<file path="config.mk">
export PLATFORM = sky130hd
export DESIGN_NAME = uart_tx_arbiter_flat
export DESIGN_NICKNAME = d
export VERILOG_FILES = /design/src/rtl/uart_tx_arbiter_if.sv /design/src/rtl/uart_tx_arbiter.sv /design/src/flat_wrapper.sv
export SDC_FILE = /design/constraint.sdc
export NUM_CORES = 1
export LEC_CHECK = 0
export CORE_MARGIN = 2
export CORE_UTILIZATION = 45
export CTS_CLUSTER_DIAMETER = 150
export DETAILED_ROUTE_END_ITERATION = 8
export PLACE_DENSITY = 0.77
export SLEW_MARGIN = 10
export SYNTH_ARGS = -nofsm -noshare
export SYNTH_HDL_FRONTEND = slang
export SYNTH_SLANG_ARGS = --single-unit
export TNS_END_PERCENT = 5
</file>
<file path="constraint.sdc">
create_clock -name clk -period 5.3 [get_ports clk]
set_clock_uncertainty 0.1 [all_clocks]
set_input_delay 1.06 -clock clk [delete_from_list [all_inputs] [get_ports clk]]
set_output_delay 1.06 -clock clk [all_outputs]
set_load 0.01 [all_outputs]
</file>
<file path="src/rtl/uart_tx_arbiter_if.sv">
// uart_tx_arbiter_if: requester bundle (req, req_data, ack, timeout_err, active_id, ctl_busy) plus uart_tx handshake (uart_data_in, uart_transmit, uart_tx_busy); slave = arbiter side
interface uart_tx_arbiter_if #(
  parameter int NREQ   = 4,
  parameter int DATA_W = 8
);
  logic [NREQ-1:0]         req;
  logic [NREQ*DATA_W-1:0]  req_data;
  logic [NREQ-1:0]         ack;
  logic                    timeout_err;
  logic [DATA_W-1:0]       uart_data_in;
  logic                    uart_transmit;
  logic                    uart_tx_busy;
  logic [$clog2(NREQ)-1:0] active_id;
  logic                    ctl_busy;
  modport master (
    output req, req_data, uart_tx_busy,
    input  ack, timeout_err, uart_data_in, uart_transmit, active_id, ctl_busy
  );
  modport slave (
    input  req, req_data, uart_tx_busy,
    output ack, timeout_err, uart_data_in, uart_transmit, active_id, ctl_busy
  );
endinterface

</file>
<file path="src/rtl/uart_tx_arbiter.sv">
// uart_tx_arbiter: round-robin share of one uart_tx among NREQ byte producers; ports clk, reset (sync active-low), bus (uart_tx_arbiter_if.slave)
module uart_tx_arbiter #(
  parameter int NREQ          = 4,
  parameter int DATA_W        = 8,
  parameter int START_TIMEOUT = 65535
) (
  input  logic               clk,
  input  logic               reset,
  uart_tx_arbiter_if.slave   bus
);
  localparam int IW = $clog2(NREQ);
  localparam int TW = $clog2(START_TIMEOUT + 1);
  typedef enum logic [1:0] {IDLE, START, SEND, GAP} state_t;
  state_t            state, state_n;
  logic [IW-1:0]     rr, rr_n, win, k, id_n;
  logic [TW-1:0]     timer, timer_n;
  logic [NREQ-1:0]   ack_n;
  logic [DATA_W-1:0] data_n;
  logic              tx_n, terr_n, go, tmo;
  assign go  = |bus.req && !bus.uart_tx_busy;
  assign tmo = timer == TW'(START_TIMEOUT - 1);
  always_comb begin
    win = rr;
    k = rr;
    for (int i = NREQ; i >= 1; i--) begin
      k = IW'((int'(rr) + i) % NREQ);
      if (bus.req[k]) win = k;
    end
  end
  always_comb begin
    state_n = state;
    case (state)
      IDLE:    state_n = go ? START : IDLE;
      START:   state_n = bus.uart_tx_busy ? SEND : tmo ? GAP : START;
      SEND:    state_n = bus.uart_tx_busy ? SEND : GAP;
      default: state_n = IDLE;
    endcase
  end
  always_comb begin
    rr_n = rr;
    id_n = bus.active_id;
    data_n = bus.uart_data_in;
    timer_n = timer;
    tx_n = 1'b0;
    ack_n = '0;
    terr_n = 1'b0;
    case (state)
      IDLE: if (go) begin
        rr_n = win;
        id_n = win;
        data_n = bus.req_data[win*DATA_W +: DATA_W];
        tx_n = 1'b1;
        timer_n = '0;
      end
      START: begin
        timer_n = timer + 1'b1;
        ack_n = bus.uart_tx_busy ? NREQ'(1) << bus.active_id : '0;
        terr_n = !bus.uart_tx_busy && tmo;
        tx_n = !bus.uart_tx_busy && !tmo;
      end
      default: ;
    endcase
  end
  always_ff @(posedge clk) begin
    if (!reset) begin
      state <= IDLE;
      rr <= IW'(NREQ - 1);
      timer <= '0;
      bus.ack <= '0;
      bus.timeout_err <= 1'b0;
      bus.uart_data_in <= '0;
      bus.uart_transmit <= 1'b0;
      bus.active_id <= '0;
      bus.ctl_busy <= 1'b0;
    end else begin
      state <= state_n;
      rr <= rr_n;
      timer <= timer_n;
      bus.ack <= ack_n;
      bus.timeout_err <= terr_n;
      bus.uart_data_in <= data_n;
      bus.uart_transmit <= tx_n;
      bus.active_id <= id_n;
      bus.ctl_busy <= state_n != IDLE;
    end
  end
endmodule

</file>
<file path="src/flat_wrapper.sv">
// flat-port wrapper written by rule: the top's interface ports become plain ports
module uart_tx_arbiter_flat 
#(
  parameter int NREQ          = 4,
  parameter int DATA_W        = 8,
  parameter int START_TIMEOUT = 65535
)
  (clk, reset, bus_req, bus_req_data, bus_uart_tx_busy, bus_ack, bus_timeout_err, bus_uart_data_in, bus_uart_transmit, bus_active_id, bus_ctl_busy);
  uart_tx_arbiter_if #(.NREQ(NREQ), .DATA_W(DATA_W)) bus_i ();
  input  logic clk;
  input  logic reset;
  input wire logic [$bits(bus_i.req)-1:0] bus_req;
  input wire logic [$bits(bus_i.req_data)-1:0] bus_req_data;
  input wire logic [$bits(bus_i.uart_tx_busy)-1:0] bus_uart_tx_busy;
  output wire logic [$bits(bus_i.ack)-1:0] bus_ack;
  output wire logic [$bits(bus_i.timeout_err)-1:0] bus_timeout_err;
  output wire logic [$bits(bus_i.uart_data_in)-1:0] bus_uart_data_in;
  output wire logic [$bits(bus_i.uart_transmit)-1:0] bus_uart_transmit;
  output wire logic [$bits(bus_i.active_id)-1:0] bus_active_id;
  output wire logic [$bits(bus_i.ctl_busy)-1:0] bus_ctl_busy;
  assign bus_i.req = bus_req;
  assign bus_i.req_data = bus_req_data;
  assign bus_i.uart_tx_busy = bus_uart_tx_busy;
  assign bus_ack = bus_i.ack;
  assign bus_timeout_err = bus_i.timeout_err;
  assign bus_uart_data_in = bus_i.uart_data_in;
  assign bus_uart_transmit = bus_i.uart_transmit;
  assign bus_active_id = bus_i.active_id;
  assign bus_ctl_busy = bus_i.ctl_busy;
  uart_tx_arbiter #(.NREQ(NREQ), .DATA_W(DATA_W), .START_TIMEOUT(START_TIMEOUT)) u_core (.clk(clk), .reset(reset), .bus(bus_i));
endmodule
</file>
==> results.yml <==
status:
  status: "complete, no violations"
clock_tree:
  post_cts_buffers: 0
  cts_buffer_depth: 2
  cts-root-buf: "clkbuf_8"
  ctsHoldBuffers: 0
  ctsResizeCount: 0
  cts.sinks: 37
  clock_latency_ns: 0.28
  htreeDepth: 2
  cts_buffers: 5
  cts_tree: "yes"
  cts.reportedPaths.clkPinSlew_ns: 0.08
yosys:
  synth_edf_count: 0
  synth_area_mm2: 0.00185
  syn_inst: 217
  synth-async-reset-ratio_pct: 0
  yosysSeqAreaShare_pct: 40.0
  synth_flop_cell: "dfxtp_1"
  synth_compound_area_share_pct: 13.6
  synthAdderAreaFrac_pct: 1.35
  yosysUniqueCellTypes: 40
  synth.avg_cell_area_um2: 8.54
  synthXorXnorAreaFrac_pct: 0.945
  syn-num-nets: 258
  yosysWarnings: 0
  synth_top_family_by_area: "simple AND/OR/NAND/NOR gates"
  ys_ff_latch: 37
  synth.area.mux_share_pct: 12.8
  yosys.area_share.simple_pct: 27.3
detailed_routing:
  ant_nets: 0
  dr_total_vias: 1764
  drtIter0Drc: 108
  drc: 0
  drt_wl_total_mm: 4.61
  first_pass_iters: 4
  wire_per_inst_um: 14.4
  vias_per_cell: 5.53
grt:
  grt_pass1_vias: 1569
  gr-total-overflow: 0
  grt_max_degree: 24
  antenna_found_initial: 0
  grt_pass1_wl_mm: 7.24
  grtUsageTotal_pct: 20.9
pwr:
  p_leak_nw: 0.955
  intPower_w: 0.000511
  power_frac_comb_pct: 18.0
  swShare_pct: 24.6
  power_density_mw_per_mm2: 268
  peakVddDrop_uv: 214
  power_frac_clock_pct: 37.5
  power_frac_seq_pct: 44.5
  p_switching_w: 0.000166
placed_design:
  dpl.cell_count: 311
  preCtsSetupSlack_ns: 1.68
  hpwlAfterDp_mm: 3.34
  gp_congestion: 0.815
  io_buffer_count: 55
sta:
  worst_slack_ns: 2.00
  setup_tns_ns: 0
  fmax_mhz: 303
  slew_headroom_pct: 38.4
  slew_violations: 0
  fin_crit_ns: 3.30
  period_share_pct: 62.3
  tightestPinTransition_ns: 0.916
  finalHoldViolations: 0
  rsz0062_at_grt: "no"
  finalSetupViolCount: 0
flow_run:
  drv_cap: 0
floorplanning:
  die_area_mm2: 0.00465
  ios: 56
  die_x_um: 68.2
  die_h_um: 68.2
  num_rows: 23
  core_mm2: 0.00397
  initial_core_util_pct: 46.7
finish:
  final_cells: 319
  syn_to_final_growth_pct: 36.6
  drive_above_1_share_pct: 6.32
  fin_util_pct: 63.7
  fillers: 352
  diodes: 0
  finalNetCount: 309
critical_path:
  cp-end-kind: "flop"
  cp-start-kind: "input port"
  critPathArrivalTime_ns: 3.35
  cp.required_ns: 5.35
  worstSetupPathType: "in -> reg"
  cp_max_fo: 23
min_path:
  hold_path_class: "reg -> reg"
power by group through the flow:
| stage | registers, W | clock network (W) | logic, W |
|---|---|---|---|
| detailed placement | 0.000307 | 0 | 0.000122 |
| finish | 0.000302 | 0.000254 | 0.000122 |
| global route | 0.000304 | 0.000269 | 0.000132 |
| floorplan | 0.000310 | 0 | 0.0000589 |
| CTS | 0.000301 | 0.000258 | 0.000123 |
| global placement | 0.000307 | 0 | 0.000121 |
synthesized netlist by cell type (2+ instances only):
library cell,n,area (um^2)
dfxtp_1,37,741
nor2_1,25,93.8
nand3_1,20,100
mux2i_1,17,170
nand2_1,16,60.1
a21oi_1,13,65.1
o21ai_0,10,50.1
o221ai_1,8,70.1
mux2_2,6,67.6
buf_2,5,25.0
clkbuf_1,5,18.8
inv_1,5,18.8
nor3_1,5,25.0
nand2b_1,4,25.0
a31oi_1,3,18.8
and3_1,3,18.8
nand4_1,3,18.8
nor3b_1,3,22.5
nor4_1,3,18.8
and4_1,2,17.5
ha_1,2,25.0
nor2b_1,2,12.5
or3_1,2,12.5
or4_1,2,15.0
cell families (layout without fill, tap and decap cells):
| group | count (synthesis) | count (layout) |
|---|---|---|
| xor gates and xnor gates | 2 | 2 |
| buffers and inverters | 16 | 68 |
| and+or+nand+nor | 97 | 97 |
| muxes | 23 | 23 |
| adders and majority gates | 2 | 2 |
| DFF | 37 | 37 |
| AOI/OAI and AO/OA | 40 | 40 |
metrics by stage:
| step | total power [W] | area (um^2) | hold slack (ns) |
|---|---|---|---|
| global route | 0.000705 | 2530 | 0.432 |
| global placement | 0.000428 | 2410 | 0.372 |
| CTS | 0.000682 | 2530 | 0.390 |
| detailed placement | 0.000430 | 2410 | 0.376 |
| finish | 0.000677 | 2530 | 0.398 |
| floorplan | 0.000369 | 1850 | 0.338 |
path summary, 6_finish.rpt:
kind / start / end / cells after the start / slack [ns]
hold / removal: u_core.timer[7]$_SDFFE_PN0P_ / u_core.timer[7]$_SDFFE_PN0P_ / 1 / 0.40
setup reg to reg: u_core.state[0]$_SDFF_PN0_ / u_core.bus.uart_data_in[7]$_SDFFE_PN0P_ / 3 / 2.91
hold reg to reg: u_core.timer[7]$_SDFFE_PN0P_ / u_core.timer[7]$_SDFFE_PN0P_ / 1 / 0.40
setup / recovery: bus_req[3] / u_core.bus.uart_data_in[7]$_SDFFE_PN0P_ / 5 / 2.00
worst max-delay path, cell delays in order:
cell	delay (ns)
clkdlybuf4s50_1	0.48
nor4_2	0.54
or4_1	0.69
or3_1	0.38
o221ai_1	0.18
state kept, by name (all words and copies together), names as in the netlist:
signal	cells
u_core.bus.ack	4
u_core.state	2
u_core.rr	2
u_core.bus.timeout_err	1
u_core.bus.ctl_busy	1
u_core.bus.uart_transmit	1
u_core.timer	16
u_core.bus.active_id	2
u_core.bus.uart_data_in	8
routing by layer:
layer	up-vias	share of wire, %	track usage (%)
li1	896	-	-
met1	822	44	27.2
met2	38	50	33.4
met3	8	3.6	4.61
met4	0	2.1	8.75
met5	-	0	0
cell type report:
cell class / instances / area (um^2) / area share, %
Timing Repair Buffer: 55 / 551 / 21.7
Inverter: 5 / 18.8 / 0.741
Clock inverter: 2 / 37.5 / 1.48
Multi-Input combinational cell: 164 / 1040 / 41.0
Tap cell: 50 / 62.6 / 2.47
Sequential cell: 37 / 741 / 29.3
Clock buffer: 6 / 82.6 / 3.26
cell usage in the layout (no fill, tap or decap), drive strengths merged:
master and n:
nand4b 1, or2 1, and3b 1, o31ai 1
or4 2, mux2i 17, o21ai 10, nor3 6
nor3b 3, o211ai 1, bufinv 1, a21o 1
or3 2, o21a 1, clkbuf 6, xor2 1
o221ai 8, or2b 1, nor2 25, and2 1
a31oi 3, a21oi 13, ha 2, nand3 20
nor2b 2, inv 5, clkinvlp 1, nand2 16
xnor2 1, and3 3, a211o 1, nor4 4
nand4 3, clkdlybuf4s50 55, mux2 6, a2111oi 1
and4 2, nand2b 4, dfxtp 37
No activity file was read; power rests on OpenSTA's default activity.
==> RTL change 1, RTL diff (same settings) <==
Re-encode `state_t` (4 states) as one-hot, 4 bits wide.
--- a/src/rtl/uart_tx_arbiter.sv
+++ b/src/rtl/uart_tx_arbiter.sv
@@ -12,3 +12,3 @@
   localparam int TW = $clog2(START_TIMEOUT + 1);
-  typedef enum logic [1:0] {IDLE, START, SEND, GAP} state_t;
+  typedef enum logic [3:0] {IDLE = 4'b0001, START = 4'b0010, SEND = 4'b0100, GAP = 4'b1000} state_t;
   state_t            state, state_n;
Function: same outputs for any inputs over 4 cycles, from zero or initial values and one cycle with reset low; so few cycles prove little.
==> RTL change 1 against the unedited design <==
Sequential cell count rose by 2. Area after synthesis rose by 1.1%. Power rose by 2.1%. Final area rose by 1.2%. Hold slack got worse by 0.0075 ns. Final cell count fell by 0.63%. Setup slack got worse by 0.20 ns. Wire length fell by 5.9%.
==> RTL change 1: results (changes against the unedited design) <==
- Outcome: completed
- Syn nets: 256 (-0.78%)
- VDD IR max: 0.150 mV (-30%)
- Number of global-route vias before repair: 1,532 (-2.4%)
- Top flop regs: u_core.timer (16), u_core.bus.uart_data_in (8)
- CTS Sinks: 39 (+5.4%)
- Routed wl met3: 218 um (+30%)
- Worst hold slack: 0.391 ns (-0.00746 ns)
- Critical R2R Launch: u_core.state[0]
- Buffering overhead: 21.8% (+0.027 points)
- Synth top area share: 41.7% (+1.7 points)
- Static leakage: 0.000946 uW (-0.95%)
- Storage cell area: 781 um2 (+5.4%)
- Number of placed cells counting well taps: 309 (-0.64%)
- Final Critical Period: 3.50 ns (+0.201 ns)
- GRT Resource Usage Total: 19.2% (-1.7 points)
- Pre-CTS WS: 1.47 ns (-0.210 ns)
- Slowest cell on crit path: or3_1
- Adder-cell share of the synthesized area: 1.34% (-0.015 points)
- Filler cells: 348 (-1.1%)
- Mapped Area: 1870 um2 (+1.1%)
- WL met2: 2080 um (-9.9%)
- Final HPWL DP: 3140 um (-6.1%)
- XOR/XNOR share of the synthesized area: 0.467% (-0.48 points)
- Iter 0 DRT Violations: 58 (-46%)
- Post-synthesis mux area share: 9.75% (-3.1 points)
- Layout cells sized above 1: 4.49% (-1.8 points)
==> RTL change 1: worst min-delay path, delay by kind of cell (launching register included) <==
kind,cells,cell delay [ns]
flops,1,0.33
simple gates,1,0.06
compound gates,1,0.06
==> RTL change 1: worst paths after layout <==
check                           depth (start not counted)                         end
worst min register to register                          2  u_core.bus.uart_data_in[6]
worst max register to register                          4  u_core.bus.uart_data_in[7]
worst max-delay path                                    5  u_core.bus.uart_data_in[7]
worst min-delay path                                    2  u_core.bus.uart_data_in[6]
==> RTL change 1: kinds of logic (layout without fill, tap and decap cells) <==
| group | count (synthesis) | count (layout) |
|---|---|---|
| compound gates | 45 | 45 |
| xor+xnor | 1 | 1 |
| fa+ha+maj | 2 | 2 |
| buf+inv | 17 | 69 |
| flops | 39 | 39 |
| mux | 18 | 18 |
| simple gates | 93 | 93 |
==> RTL change 2, RTL diff (same settings) <==
Without the edit above. `NREQ` is set to 4 in 3 places; all go to 8.
--- a/src/rtl/uart_tx_arbiter_if.sv
+++ b/src/rtl/uart_tx_arbiter_if.sv
@@ -2,3 +2,3 @@
 interface uart_tx_arbiter_if #(
-  parameter int NREQ   = 4,
+  parameter int NREQ   = 8,
   parameter int DATA_W = 8
--- a/src/rtl/uart_tx_arbiter.sv
+++ b/src/rtl/uart_tx_arbiter.sv
@@ -2,3 +2,3 @@
 module uart_tx_arbiter #(
-  parameter int NREQ          = 4,
+  parameter int NREQ          = 8,
   parameter int DATA_W        = 8,
--- a/src/flat_wrapper.sv
+++ b/src/flat_wrapper.sv
@@ -3,3 +3,3 @@
 #(
-  parameter int NREQ          = 4,
+  parameter int NREQ          = 8,
   parameter int DATA_W        = 8,
Ports: changed (resized bus_ack, bus_active_id, bus_req and bus_req_data); port bits go from 56 to 97. The function was not compared with the original's and may differ.
==> RTL change 2 against the unedited design <==
Setup slack got worse by 1.1 ns. First-iteration DRC count rose by 97%. Area after synthesis rose by 86%. Maximum frequency fell by 25%. Synthesized cell count rose by 100%. Hold slack got worse by 0.013 ns. Power rose to 4.6 times the old value. Sequential cell count rose by 6. Final area rose by 81%. Core utilization fell by 1.3 points. Wire length rose by 130%. Largest power group is now combinational logic.
==> RTL change 2: results (changes against the unedited design) <==
- Critical R2R Launch: u_core.rr[1]
- Largest net degree at the start of global routing: 63 (+160%)
- Total iterations of the first detailed-routing run: 5 (+1)
- Final HPWL DP: 7710 um (+130%)
- I/O Buffers: 96 (+75%)
- Top FF cell, synth: dfxtp_1
- Layout cells sized above 1: 11.0% (+4.7 points)
- Worst hold start: u_core.timer[15]
- XOR/XNOR share of the synthesized area: 1.74% (+0.80 points)
- Number of global-route vias before repair: 3,563 (+130%)
- Clk_lat worst skew: 0.30 ns (+0.02 ns)
- Ys async rst share: 0% (unchanged)
- Post-synthesis mux area share: 16.8% (+4.0 points)
- CTS Buf Count: 5 (unchanged)
- Top post-synthesis cells by count: 51 x nand2_1, 44 x o21ai_0, 43 x dfxtp_1
- Post-CTS sizing: 0 (unchanged)
- Detailed-route via count: 3,731 (+110%)
- Static leakage: 0.00170 uW (+78%)
- Setup crit start: bus_req[3]
- Synth area leaders: dfxtp_1 25%, mux4_2 7.2%, o21ai_0 6.4%, nand2_1 5.6%, mux2_4 4.4%
- Avg WL per Cell: 17.1 um (+18%)
- Filler cells: 602 (+71%)
- Critical Path AT: 4.47 ns (+1.12 ns)
- Clk root buf: clkbuf_8
- VDD IR max: 0.355 mV (+66%)
- Outcome: completed
- Antenna violations before repair: 0 (unchanged)
- GRT Resource Usage Total: 25.1% (+4.2 points)
- Post-synthesis cell type count: 55 (+38%)
- Clk slew on worst S/H paths: 0.08 ns (about the same)
- Slew @ Worst Pin: 1.21 ns (+0.294 ns)
- GPL Wtd Cong: 0.891 (+9.4%)
- ANT cells: 0 (unchanged)
- Reg-to-reg slack, setup: 1.06 ns (-1.85 ns)
- Top flop regs: u_core.timer (16), u_core.bus.ack (8), u_core.bus.uart_data_in (8)
- Post-synthesis sequential area ratio: 25.0% (-15 points)
- Worst-path fanout max: 17 (-26%)
- FF-to-FF path depth: 11 (+8)
- Nets: 597 (+93%)
- Syn nets: 515 (+100%)
- Post-synthesis compound-gate area fraction: 24.4% (+11 points)
- Adder-cell share of the synthesized area: 1.45% (+0.10 points)
- Iter 0 DRT Violations: 213 (+97%)
- First-pass GRT wire length: 17,100 um (+140%)
-- RTL change 2: cell types whose count changed in the layout (fill, tap and decap cells not counted), sizes merged, moves of 9 or more --
cell / change
mux4: +11
nor2b: +15
clkdlybuf4s50: +41
mux2: +13
mux2i: -9
o21ai: +36
nand2: +35
and2: +19
a21o: +16
-- RTL change 2: report_power, final --
| part | internal [uW] | leakage (uW) | switching (uW) |
|---|---|---|---|
| logic | 1080 | 0.00129 | 1330 |
| registers | 373 | 0.000350 | 49.4 |
| clock network | 140 | 0.0000581 | 115 |
-- RTL change 2: critical path: stages --
cell and delay (ns):
clkdlybuf4s50_1 0.54, mux4_2 0.56, mux2_2 0.30, o21ai_1 0.24, o21ai_4 0.09, xnor2_2 0.91, mux2_4 0.36, o221ai_1 0.27
a31oi_1 0.13
-- RTL change 2: worst min-delay path by stage --
stage	endpoint	slack, ns	cells past startpoint
2_1_floorplan	u_core.timer[7]	0.33	1
3_3_place_gp	u_core.timer[7]	0.35	1
3_5_place_dp	u_core.timer[7]	0.37	1
4_1_cts	u_core.timer[7]	0.38	1
5_1_grt	u_core.timer[7]	0.42	1
6_report	u_core.timer[15]	0.39	2
-- RTL change 2: cell families after synthesis --
| group | count (synthesis) |
|---|---|
| simple gates | 181 |
| buf+inv | 36 |
| xor+xnor | 6 |
| compound gates | 128 |
| flops | 43 |
| fa+ha+maj | 4 |
| mux | 38 |
-- RTL change 2: routing by layer --
| layer | track usage, % | vias to the layer above | wire length (um) |
|---|---|---|---|
| met5 | 0 | - | 0 |
| met4 | 11.9 | 0 | 472 |
| met3 | 3.98 | 39 | 738 |
| met2 | 43.4 | 193 | 5240 |
| met1 | 30.2 | 1725 | 4090 |
| li1 | - | 1774 | - |
-- RTL change 2: cell type report --
cell class              count  area [um2]  area share (%)
well taps                  99         124            2.71
clock buffers               5        68.8            1.50
repair buffers            104        1020            22.3
inverters                   7        26.3           0.574
multi-input cells         357        2430            53.1
clock inverters             3        43.8           0.957
flip-flops and latches     43         862            18.8
-- RTL change 2: stage by stage --
stage	worst slack [ns]	hold slack (ns)	cells	area [um2]
after floorplan	1.55	0.332	436	3450
after global placement	0.733	0.351	610	4460
after detailed placement	0.668	0.366	610	4460
after CTS	0.945	0.381	618	4580
after global routing	0.738	0.425	618	4580
final	0.907	0.386	618	4580
